$ cat config.mk
export PLATFORM = sky130hd
export DESIGN_NAME = scope_acq_ctrl
export DESIGN_NICKNAME = d
export VERILOG_FILES = /design/src/rtl/scope_acq_ctrl.sv
export SDC_FILE = /design/constraint.sdc
export NUM_CORES = 1
export LEC_CHECK = 0
export ABC_AREA = 1
export BUFFER_PORTS_ARGS = -buffer_cell sky130_fd_sc_hd__buf_4
export CAP_MARGIN = 40
export CORE_ASPECT_RATIO = 1.2
export CORE_MARGIN = 2
export CORE_UTILIZATION = 50
export DETAILED_ROUTE_END_ITERATION = 10
export GPL_ROUTABILITY_DRIVEN = 0
export PLACE_DENSITY = 0.76
export SLEW_MARGIN = 25
export SYNTH_ARGS = -nofsm -noshare
export SYNTH_HDL_FRONTEND = slang
export SYNTH_SLANG_ARGS = --single-unit
$ cat constraint.sdc
create_clock -name clk -period 2.1 [get_ports clk]
set_clock_uncertainty 0.2 [all_clocks]
set_input_delay 0.21 -clock clk [delete_from_list [all_inputs] [get_ports clk]]
set_output_delay 0.21 -clock clk [all_outputs]
set_load 0.1 [all_outputs]
$ cat src/rtl/scope_acq_ctrl.sv
// Scope acquisition controller: decimates the ADC stream, detects a level-crossing trigger
// and captures one frame into the write bank of a ping-pong buffer swapped on frame_sync.
module scope_acq_ctrl #(
    parameter int NSAMP        = 160,
    parameter int DECIM        = 4,
    parameter int AUTO_TIMEOUT = 1000
) (
    input  logic        clk,
    input  logic        lock,
    input  logic [13:0] adc,
    input  logic [1:0]  mode,
    input  logic        arm,
    input  logic [7:0]  trig_level,
    input  logic        trig_slope,
    input  logic        frame_sync,
    output logic        wr_en,
    output logic [7:0]  wr_addr,
    output logic [7:0]  wr_data,
    output logic        wr_bank,
    output logic        rd_bank,
    output logic [1:0]  state,
    output logic        trig_forced
);

    localparam int DW = (DECIM > 1) ? $clog2(DECIM) : 1;
    localparam int TW = $clog2(AUTO_TIMEOUT + 1);

    localparam logic [1:0] ST_IDLE    = 2'd0;
    localparam logic [1:0] ST_ARMED   = 2'd1;
    localparam logic [1:0] ST_CAPTURE = 2'd2;
    localparam logic [1:0] ST_HOLD    = 2'd3;

    localparam logic [1:0] MODE_AUTO   = 2'b00;
    localparam logic [1:0] MODE_SINGLE = 2'b10;

    logic [DW-1:0] dcnt_q, dcnt_d;
    logic [1:0]    state_q, state_d;
    logic [7:0]    prev_q, prev_d;
    logic          prev_v_q, prev_v_d;
    logic [TW-1:0] to_cnt_q, to_cnt_d;
    logic          wr_en_q, wr_en_d;
    logic [7:0]    wr_addr_q, wr_addr_d;
    logic [7:0]    wr_data_q, wr_data_d;
    logic          wr_bank_q, wr_bank_d;
    logic          rd_bank_q, rd_bank_d;
    logic          trig_forced_q, trig_forced_d;

    logic       tick;
    logic [7:0] s;
    logic       rise_hit;
    logic       fall_hit;
    logic       trig_hit;
    logic       timeout_hit;
    logic [7:0] next_addr;
    logic       unused_adc_lsbs;

    assign tick            = (dcnt_q == DW'(DECIM - 1));
    assign s               = adc[13:6];
    assign unused_adc_lsbs = ^adc[5:0];

    assign rise_hit    = (prev_q < trig_level) && (s >= trig_level);
    assign fall_hit    = (prev_q > trig_level) && (s <= trig_level);
    assign trig_hit    = tick && prev_v_q && (trig_slope ? rise_hit : fall_hit);
    // to_cnt saturates, so a long wait in normal mode followed by a switch to auto fires at once
    assign timeout_hit = tick && (mode == MODE_AUTO) && (to_cnt_q >= TW'(AUTO_TIMEOUT - 1));
    assign next_addr   = wr_addr_q + 8'd1;

    always_comb begin
        dcnt_d        = tick ? '0 : dcnt_q + DW'(1);
        state_d       = state_q;
        prev_d        = tick ? s : prev_q;
        prev_v_d      = prev_v_q;
        to_cnt_d      = to_cnt_q;
        wr_en_d       = 1'b0;
        wr_addr_d     = wr_addr_q;
        wr_data_d     = wr_data_q;
        wr_bank_d     = wr_bank_q;
        rd_bank_d     = rd_bank_q;
        trig_forced_d = trig_forced_q;

        case (state_q)
            ST_IDLE: begin
                if ((mode != MODE_SINGLE) || arm) begin
                    state_d  = ST_ARMED;
                    prev_v_d = 1'b0;
                end
            end
            ST_ARMED: begin
                if (tick) begin
                    prev_v_d = 1'b1;
                    if (to_cnt_q != TW'(AUTO_TIMEOUT)) begin
                        to_cnt_d = to_cnt_q + TW'(1);
                    end
                    if (trig_hit || timeout_hit) begin
                        wr_en_d       = 1'b1;
                        wr_addr_d     = 8'd0;
                        wr_data_d     = s;
                        trig_forced_d = ~trig_hit;
                        to_cnt_d      = '0;
                        state_d       = (NSAMP == 1) ? ST_HOLD : ST_CAPTURE;
                    end
                end
            end
            ST_CAPTURE: begin
                if (tick) begin
                    wr_en_d   = 1'b1;
                    wr_addr_d = next_addr;
                    wr_data_d = s;
                    if (next_addr == 8'(NSAMP - 1)) begin
                        state_d = ST_HOLD;
                    end
                end
            end
            default: begin
                if (frame_sync) begin
                    wr_bank_d = ~wr_bank_q;
                    rd_bank_d = ~rd_bank_q;
                    if (mode == MODE_SINGLE) begin
                        state_d = ST_IDLE;
                    end else begin
                        state_d  = ST_ARMED;
                        prev_v_d = 1'b0;
                    end
                end
            end
        endcase
    end

    always_ff @(posedge clk) begin
        if (!lock) begin
            dcnt_q        <= '0;
            state_q       <= ST_IDLE;
            prev_q        <= 8'd0;
            prev_v_q      <= 1'b0;
            to_cnt_q      <= '0;
            wr_en_q       <= 1'b0;
            wr_addr_q     <= 8'd0;
            wr_data_q     <= 8'd0;
            wr_bank_q     <= 1'b0;
            rd_bank_q     <= 1'b1;
            trig_forced_q <= 1'b0;
        end else begin
            dcnt_q        <= dcnt_d;
            state_q       <= state_d;
            prev_q        <= prev_d;
            prev_v_q      <= prev_v_d;
            to_cnt_q      <= to_cnt_d;
            wr_en_q       <= wr_en_d;
            wr_addr_q     <= wr_addr_d;
            wr_data_q     <= wr_data_d;
            wr_bank_q     <= wr_bank_d;
            rd_bank_q     <= rd_bank_d;
            trig_forced_q <= trig_forced_d;
        end
    end

    assign wr_en       = wr_en_q;
    assign wr_addr     = wr_addr_q;
    assign wr_data     = wr_data_q;
    assign wr_bank     = wr_bank_q;
    assign rd_bank     = rd_bank_q;
    assign state       = state_q;
    assign trig_forced = trig_forced_q;

endmodule

Word level (Yosys, flattened, before mapping)
Index checks and enable logic that the tools add are counted.
{"block": "classes", "addsub": 3, "bitwise": 6, "order_cmp": 5, "n_reduce_logical": 22, "n_mux": 28, "n_eq_ne": 13}
{"cell": "$mux W8", "count": 6}
{"cell": "$pmux W8 S2", "count": 2}
{"cell": "$mux W10", "count": 2}
{"cell": "$mux W2", "count": 6}
{"cell": "$ne A2 B2 Y1 const B", "count": 6}
{"cell": "$add A10 B1 Y10 const B", "count": 1}
{"cell": "$ge A10 B10 Y1 const B", "count": 1}
{"cell": "$ne A10 B10 Y1 const B", "count": 1}
{"cell": "$mux W1", "count": 9}
{"cell": "$add A8 B1 Y8 const B", "count": 1}
{"cell": "$eq A8 B8 Y1 const B", "count": 1}
{"cell": "$ge A8 B8 Y1", "count": 1}
{"cell": "$gt A8 B8 Y1", "count": 1}
{"cell": "$le A8 B8 Y1", "count": 1}
{"cell": "$lt A8 B8 Y1", "count": 1}
{"cell": "$eq A2 B2 Y1 const B", "count": 3}
{"cell": "$logic_and A1 B1 Y1", "count": 6}
{"cell": "$not A1 Y1", "count": 6}
{"cell": "$pmux W2 S3", "count": 1}
{"cell": "$reduce_and A3 Y1", "count": 2}
{"cell": "$reduce_and A6 Y1", "count": 1}
{"cell": "$reduce_and A5 Y1", "count": 1}
{"cell": "$logic_not A2 Y1", "count": 2}
{"cell": "$reduce_and A4 Y1", "count": 1}
{"cell": "12 further kinds", "count": 14}
{"block": "totals", "inputBits": 29, "elab_cells": 88, "output_inout_bits": 22, "reg_bits": 43}

Logic depth before layout (Yosys ltp)
Gate-level depths: netlist of the first run.
{"block": "depth", "ltp_word": 8, "ltp_mapped": 19, "mapped_depth_nobuf": 18}

Least setup slack after synthesis of the first run
Ideal clock, no wire load.
{"block": "synth_path", "kind": "reg2reg", "from": "register wr_addr_q[0], in the netlist wr_addr[0]", "to": "register state_q[0], in the netlist state[0]", "synth_period_minus_slack_ns": 2.674, "setup_ns": 0.132, "slack_ns": -0.574, "n_path_buf": 0, "arrival_time_ns": 2.342, "path_stages_with_launch": 10, "t_required_ns": 1.768, "path_cell_list": "dfxtp_1 -> ha_1 -> nand3_1 -> nor3b_2 -> xor2_1 -> nand4_1 -> a21oi_1 -> nand2_1 -> nand2_1 -> a21oi_1"}
{"block": "synth_between", "elab_chain_len": 4}
{"item": "start: declaration", "line_no": "42", "text": "logic [7:0] wr_addr_q, wr_addr_d;"}
{"item": "start signal: assignment", "line_no": "149", "text": "wr_addr_q <= wr_addr_d;"}
{"item": "$add A8 B1 Y8", "line_no": "66", "text": "assign next_addr = wr_addr_q + 8'd1;"}
{"item": "$eq A8 B8 Y1", "line_no": "109", "text": "if (next_addr == 8'(NSAMP - 1)) begin"}
{"item": "$ne A2 B2 Y1 (no source line)"}
{"item": "$reduce_and A6 Y1 (no source line)"}
{"item": "end signal: assignment", "line_no": "144", "text": "state_q <= state_d;"}
{"item": "end: declaration", "line_no": "37", "text": "logic [1:0] state_q, state_d;"}
No other way between the ends.
A chain may end at the register's enable or synchronous reset.

Worst setup path in the final report of the first run
{"block": "layout_path", "from": "register prev_q[1]", "to": "register wr_data_q[0], in the netlist wr_data[0]"}
{"block": "layout_between", "elab_chain_len": 7, "word_cells_on_any_way": 9, "cone_classes": "order compare (2); eq/ne (1); mux (1); reduce/logical (5)"}
{"item": "start: declaration", "line_no": "38", "text": "logic [7:0] prev_q, prev_d;"}
{"item": "start signal: assignment", "line_no": "145", "text": "prev_q <= prev_d;"}
{"item": "$gt A8 B8 Y1 / $lt A8 B8 Y1 (equally long branches)", "line_no": "62, 61"}
{"item": "$logic_and A1 B1 Y1, on equally long branches", "line_no": "62, 61"}
{"item": "$mux W1 *", "line_no": "63", "text": "assign trig_hit = tick && prev_v_q && (trig_slope ? rise_hit : fall_hit);"}
{"item": "$logic_and A1 B1 Y1 *", "line_no": "63"}
{"item": "$logic_or A1 B1 Y1 *", "line_no": "94", "text": "if (trig_hit || timeout_hit) begin"}
{"item": "$ne A2 B2 Y1 (no source line) *"}
{"item": "$reduce_and A4 Y1 (no source line) *"}
{"item": "end signal: assignment", "line_no": "150", "text": "wr_data_q <= wr_data_d;"}
{"item": "end: declaration", "line_no": "43", "text": "logic [7:0] wr_data_q, wr_data_d;"}
Every way passes the cells marked *; elsewhere a longest branch is shown, timed or not.

==> results.sh, run 1 <==
export IMPL_post_route_worst_setup_slack_ns=-0.0916
export IMPL_crit_slowest_cell="dfxtp_2"
export IMPL_clkSlewWorstSetupHoldPaths_ns=0.09
export IMPL_tritoncts="done"
export IMPL_floorplan_rows=29
export IMPL_design_die_area_sq_mm=0.00592
export IMPL_flow_area_growth_from_synthesis_pct=35.8
export IMPL_fin_cells=506
export IMPL_hold_slack_ns=0.0408
export IMPL_cts_made_buffers=5
export IMPL_period_utilization_pct=104
export IMPL_die_width_um=70.6
export IMPL_clock_latency_ns=0.30
export IMPL_count_of_pins_on_the_block_boundary=51
export IMPL_cp_common_cell="nand2_2"
export IMPL_avgSynthCellArea_sq_um=7.02
export IMPL_design_area_sq_mm=0.00361
export IMPL_numPlacedInstances=492
export IMPL_cts_buffer_depth=2
export IMPL_grt_antenna_before_repair=0
export IMPL_htree_levels=2
export IMPL_finalHoldViolCount=0
export IMPL_postSynthNetCount=433
export IMPL_failed_checks="setup timing"
export IMPL_critical_path_reg2reg_endpoint="wr_data[0]$_SDFFE_PN0P_"
export IMPL_worstPathArrival_ns=2.23
export IMPL_final_cell_mix="buf_4 (59), nor2_1 (53), inv_1 (52), nand2_1 (43), dfxtp_1 (27)"
export IMPL_synth_top_cell_area_share_pct=32.3
export IMPL_crit_start="prev_q[1]$_SDFFE_PN0P_"
export IMPL_post_synthesis_cell_count=379
export IMPL_leakage_nw=1.67
export IMPL_power_per_cell_area_mw_per_mm2=1350
export IMPL_cp_endpoint="wr_data[0]$_SDFFE_PN0P_"
export IMPL_rsz_0062_raised_after_global_routing="true"
export IMPL_detailroute_via_count=2761
export IMPL_mappedNetlistArea_sq_mm=0.00266
export IMPL_tightestPinTransition_ns=0.532
export IMPL_reg2reg_setup_slack_ns=-0.09
export IMPL_critPathRequiredTime_ns=2.14
export IMPL_vdd_ir_drop_max_uv=1600
export IMPL_pre_cts_slack_ns=-0.127
export IMPL_path_delay_family="simple AND/OR/NAND/NOR gates"
export IMPL_worstSetupEndpointType="register"
export IMPL_worst_r2r_startpoint="prev_q[1]$_SDFFE_PN0P_"
export IMPL_status="finished, violations left"
export IMPL_netlist_top_cells_area="dfxtp_1 (32%), ha_1 (12%), nor2_1 (8.7%), inv_1 (7.5%), nand2_1 (7.5%)"
export IMPL_worstHoldPathType="in -> reg"
export IMPL_maximum_number_of_pins_on_one_net_before_global_route_repair=33
export IMPL_clock_tree_root_cell="clkbuf_8"
export IMPL_wire_length_of_the_first_global_routing_pass_um=10800
export IMPL_drt_first_pass_iters=4
export IMPL_globalRouteOverflowTotal=0
export IMPL_place_hpwl_um=4590
export IMPL_worst_path_largest_cell_delay_ns=0.34
export IMPL_cp_cell_sequence="ha_4 -> nand2_2 -> nand2_1 -> nand2_1 -> nand2_2 -> nand2_4 -> a21oi_4 -> nand2_2 -> nand2_2 -> nand3_4 -> nand3_4 -> nand2_8 -> inv_6 -> nor2_1 -> nor2_1"
export IMPL_drt_initial_drc_count=126
export IMPL_path_class="reg -> reg"
export IMPL_drt_total_wl_um=7210
export IMPL_worst_path_buf_inv=1
export IMPL_yosys_register_bits=43
export IMPL_drc_violation_count_after_routing=0
export IMPL_finish_net_count=497
export IMPL_gr_usage_all_layers_pct=21.8
export IMPL_netlist_top_cell_by_area="dfxtp_1"
export IMPL_final_min_clock_period_ns=2.19
export IMPL_port_buffers=44
export IMPL_reported_max_cap_violation_count=0
export IMPL_path_max_fanout=7
export IMPL_setup_violations_final=24
export IMPL_post_drt_wl_per_cell_um=14.3
export IMPL_power_total_mw=4.88
export IMPL_core_sq_mm=0.00523
export IMPL_seq_area_frac_synth_pct=32.3
export IMPL_count_of_distinct_cell_types_in_the_synthesized_netlist=35
export IMPL_antenna_violating_nets_post_route=0
export IMPL_tritoncts_num_sinks=43
export IMPL_layout_cells_most_common="buf_4"
export IMPL_floorplan_die_height_um=83.9
export IMPL_dpl_cell_area_sq_mm=0.00316
export IMPL_worst_r2r_path_depth=15
export IMPL_floorplan_initialDensity_pct=50.9
export IMPL_max_freq_mhz=456
export IMPL_timing_max_transition_violations_final=0
export IMPL_post_drt_via_cell_ratio=5.46
export IMPL_insertedDiodeCount=0
export IMPL_yosys_warnings=0
export IMPL_path_depth=15
export IMPL_setup_crit_start_kind="register"
export IMPL_fraction_of_layout_cells_with_a_size_suffix_above_1_pct=32.9
export IMPL_grt_pass1_vias=2595
export IMPL_relSlewSlack_pct=64.5
[worst min-delay path, cell delays in order]
cell    delay [ns]
buf_4         0.09
buf_4         0.10
nor2_1        0.04
nor2_1        0.08
[what timing repair did]
item / 4_1_cts / 5_1_grt
pin swaps: 1 / 14
buffers inserted: 1 / 0
hold buffers: 2 / 0
setup endpoints to repair: 25 / 30
gates cloned: 0 / 3
gates resized for setup: 14 / 64
hold endpoints to repair: 2 / 0
[registers in the layout, summed over array words and instances, names as in the netlist, 2 cells and up]
register / cells
to_cnt_q: 10
prev_q: 8
wr_addr: 8
wr_data: 8
dcnt_q: 2
state: 2
[logic make-up (layout without fill, tap and decap cells)]
group           after synthesis  count (layout)  share of synthesized area [%]
fa+ha+maj                    25              25                           11.8
flops                        43              43                           32.3
xor+xnor                     14              14                           4.61
buf+inv                      67             130                           10.4
simple gates                174             176                           29.9
compound gates               56              56                           10.9
[cell usage after synthesis]
cell,n
a21oi_2,1
nand2_2,1
clkinv_1,1
xnor2_1,2
nor4_2,1
and3_1,1
buf_4,1
nand3_2,2
clkbuf_1,6
nor3_1,9
nor3b_1,1
inv_2,2
buf_6,1
o21ai_0,26
a21oi_1,25
nand2_1,53
o22ai_1,1
nor3b_2,1
o21ai_1,1
nor3_2,1
nor4_1,2
nand4_1,11
dfxtp_1,43
nor2_2,4
buf_2,1
inv_1,53
nand4_2,1
nand2_4,1
xor2_1,12
nor2_1,62
buf_8,1
ha_1,25
a21o_1,2
nand3_1,23
inv_4,1
[how the worst min path moves through the flow]
stage                              start                      to  depth (start not counted)
floorplan                         adc[7]  prev_q[1]$_SDFFE_PN0P_                          2
global placement    dcnt_q[0]$_SDFF_PP0_    dcnt_q[0]$_SDFF_PP0_                          1
detailed placement  dcnt_q[0]$_SDFF_PP0_    dcnt_q[0]$_SDFF_PP0_                          1
CTS                              adc[11]  prev_q[5]$_SDFFE_PN0P_                          4
global route                     adc[12]  prev_q[6]$_SDFFE_PN0P_                          4
finish                           adc[11]  prev_q[5]$_SDFFE_PN0P_                          4
[where the power goes]
part	switching (mW)	internal, mW	total [mW]
clock	0.318	0.355	0.672
combinational	2.16	0.790	2.95
sequential	0.210	1.04	1.25
total	2.69	2.18	4.88
[layout make-up]
cell class,count,area (sq um)
timing repair buffer,64,497
clock inverter,3,43.8
clock buffer,5,68.8
fill,437,1610
inverter,57,226
multi-input combinational,271,1800
sequential,43,891
timing repair inverter,1,8.76
tap,62,77.6
[stage by stage]
step | util [%] | setup TNS, ns
6_report | 69.2 | -1.02
5_1_grt | 69.2 | -4.77
4_1_cts | 64.2 | -0.0769
3_5_place_dp | 60.4 | -2.05
3_3_place_gp | 60.4 | -1.26
2_1_floorplan | - | 0
[per-layer routing]
layer	vias up	global-route usage, %	share of wire, %
li1	1359	-	-
met1	1296	24.7	41
met2	88	39.6	52
met3	18	4.11	5.1
met4	0	8.75	2.4
met5	-	0	0
Note: power is estimated with default switching activity, not from simulation.
==> run 2: changes to the inputs <==
- CTS_CLUSTER_SIZE: not set -> 25
- REMOVE_ABC_BUFFERS: not set -> 1
==> run 2 against run 1 <==
Compared with the run above:
- the run still ends with setup timing left
- routed wire length increased by 2.6%
- clock-buffer cell count up 2
- register-to-register slack is essentially flat
- sequential power shrank 8%
- largest cell class unchanged
- largest power group unchanged
==> results.sh, run 2 (synthesized netlist as in run 1, its figures left out) <==
export IMPL_status="finished, violations left"
export IMPL_failed_checks="setup timing"
export IMPL_critPathRequiredTime_ns=2.09
export IMPL_design_area_sq_mm=0.00374
export IMPL_crit_slowest_cell="dfxtp_2"
export IMPL_drt_first_pass_iters=4
export IMPL_antenna_violating_nets_post_route=0
export IMPL_layout_cells_most_common="buf_4"
export IMPL_summed_negative_setup_slack_over_all_endpoints_ns=-1.05
export IMPL_dpl_cell_area_sq_mm=0.00319
export IMPL_net_switching_power_mw=2.79
export IMPL_htree_levels=2
export IMPL_power_share_switching_pct=56.5
export IMPL_globalRouteOverflowTotal=0
export IMPL_cp_cell_sequence="ha_4 -> nand2_4 -> inv_2 -> a21oi_2 -> buf_4 -> a21oi_4 -> nand2_2 -> nand2_2 -> nand3_4 -> nand3_4 -> buf_12 -> nand2_8 -> o21ai_2 -> nor2_1"
export IMPL_power_share_clock_pct=10.6
export IMPL_grt_antenna_before_repair=0
export IMPL_drc_violation_count_after_routing=0
export IMPL_flow_area_growth_from_synthesis_pct=40.7
export IMPL_insertedDiodeCount=0
export IMPL_setup_violations_final=19
export IMPL_final_core_util_pct=71.6
export IMPL_leakage_nw=1.74
export IMPL_core_sq_mm=0.00523
export IMPL_maximum_number_of_pins_on_one_net_before_global_route_repair=33
export IMPL_largest_register="to_cnt_q"
export IMPL_numPlacedInstances=498
export IMPL_cts_buffer_depth=2
export IMPL_tritoncts="done"
export IMPL_largest_register_ff_count=10
export IMPL_worstPathArrival_ns=2.19
export IMPL_cts_made_buffers=5
export IMPL_rsz_0062_raised_after_global_routing="true"
export IMPL_die_width_um=70.6
export IMPL_final_min_clock_period_ns=2.20
export IMPL_fin_cells=518
export IMPL_max_freq_mhz=455
export IMPL_vdd_ir_drop_max_uv=1040
export IMPL_worstSetupEndpointType="register"
export IMPL_period_utilization_pct=105
export IMPL_clock_latency_ns=0.29
export IMPL_worst_path_largest_cell_delay_ns=0.34
export IMPL_gr_usage_all_layers_pct=23.9
export IMPL_floorplan_rows=29
export IMPL_floorplan_die_height_um=83.9
export IMPL_grt_pass1_vias=2677
export IMPL_detailroute_via_count=2821
export IMPL_port_buffers=44
export IMPL_reported_max_cap_violation_count=0
export IMPL_count_of_pins_on_the_block_boundary=51
export IMPL_clock_tree_root_cell="clkbuf_8"
export IMPL_power_per_cell_area_mw_per_mm2=1320
export IMPL_wire_length_of_the_first_global_routing_pass_um=11700
export IMPL_power_combinational_fraction_pct=66.1
export IMPL_multi_input_comb_area_sq_mm=0.00186
export IMPL_hold_slack_ns=0.0474
export IMPL_finish_net_count=509
export IMPL_tritoncts_num_sinks=43
export IMPL_timing_max_transition_violations_final=0
export IMPL_drt_initial_drc_count=192
export IMPL_path_max_fanout=5
export IMPL_floorplan_initialDensity_pct=50.9
export IMPL_post_route_worst_setup_slack_ns=-0.0969
export IMPL_worstHoldPathType="in -> reg"
export IMPL_intPower_mw=2.15
export IMPL_place_hpwl_um=4320
export IMPL_finalHoldViolCount=0
export IMPL_setup_crit_start_kind="register"
export IMPL_power_frac_seq_pct=23.4
export IMPL_final_cell_mix="buf_4 (67), nor2_1 (56), inv_1 (52), nand2_1 (40), dfxtp_1 (37)"
export IMPL_fraction_of_layout_cells_with_a_size_suffix_above_1_pct=33.8
export IMPL_filler_cell_count=394
export IMPL_path_class="reg -> reg"
export IMPL_post_drt_via_cell_ratio=5.45
export IMPL_seq_area_sq_um=868
export IMPL_pre_cts_slack_ns=-0.198
export IMPL_post_drt_wl_per_cell_um=14.3
export IMPL_drt_total_wl_um=7400
export IMPL_path_delay_family="simple AND/OR/NAND/NOR gates"
export IMPL_design_die_area_sq_mm=0.00592
export IMPL_worst_path_buf_inv=3
export IMPL_clkSlewWorstSetupHoldPaths_ns=0.08
export IMPL_relSlewSlack_pct=67.4
export IMPL_power_total_mw=4.94
export IMPL_tightestPinTransition_ns=0.488
-- run 2: cell types whose count changed in the layout (fill, tap and decap cells not counted), moves of 3 or more --
cell,previous run,this run
dfxtp_4,4,0
dfxtp_1,27,37
nand2_8,1,4
nor2_4,6,2
dfxtp_2,12,6
buf_4,59,67
o21ai_1,11,3
nor2_1,53,56
o21ai_2,2,12
nand2_1,43,40
-- run 2: routing by layer --
metal  vias up  share of wire [%]  track usage, %
li1       1387                  -               -
met1      1322                 41            29.4
met2        99                 52            42.2
met3        13                5.1            2.90
met4         0                2.3            9.09
met5         -                  0               0
-- run 2: area by class of cell --
class                           instances  share of cell area, %
Multi-Input combinational cell        272                   49.6
Clock inverter                          1                  0.134
Sequential cell                        43                   23.2
Timing Repair inverter                  1                  0.301
Clock buffer                            7                   2.04
Timing Repair Buffer                   75                   16.6
Tap cell                               62                   2.07
Inverter                               57                   6.05
-- run 2: power by group through the flow --
stage | registers (mW) | clock network (mW) | logic [mW]
6_report | 1.15 | 0.522 | 3.26
5_1_grt | 1.18 | 0.562 | 3.47
3_5_place_dp | 1.15 | 0 | 2.65
4_1_cts | 1.14 | 0.526 | 3.10
2_1_floorplan | 2.32 | 0 | 0.840
3_3_place_gp | 1.15 | 0 | 2.61
-- run 2: final timing paths --
check / from / to / slack, ns / cells past startpoint
setup reg to reg: prev_q[7]$_SDFFE_PN0P_ / wr_data[0]$_SDFFE_PN0P_ / -0.1 / 14
setup / recovery: prev_q[7]$_SDFFE_PN0P_ / wr_data[0]$_SDFFE_PN0P_ / -0.1 / 14
hold reg to reg: dcnt_q[0]$_SDFF_PP0_ / dcnt_q[0]$_SDFF_PP0_ / 0.24 / 1
hold / removal: adc[8] / wr_data[2]$_SDFFE_PN0P_ / 0.05 / 4
-- run 2: repair_timing --
item | in CTS | in global routing
setup endpoints to repair | 29 | 30
setup buffers | 4 | 0
gates resized for setup | 58 | 33
cloned | 5 | 0
endpoints found under the hold margin | 4 | 0
hold buffers | 3 | 0
pin swaps | 13 | 12
-- run 2: worst reg2reg max path, cell delays in order, from the launching register on --
cell and delay, ns:
dfxtp_2 0.34, ha_4 0.28, nand2_4 0.06, inv_2 0.05, a21oi_2 0.05, buf_4 0.15
a21oi_4 0.16, nand2_2 0.07, nand2_2 0.07, nand3_4 0.10, nand3_4 0.14, buf_12 0.14
nand2_8 0.07, o21ai_2 0.16, nor2_1 0.06
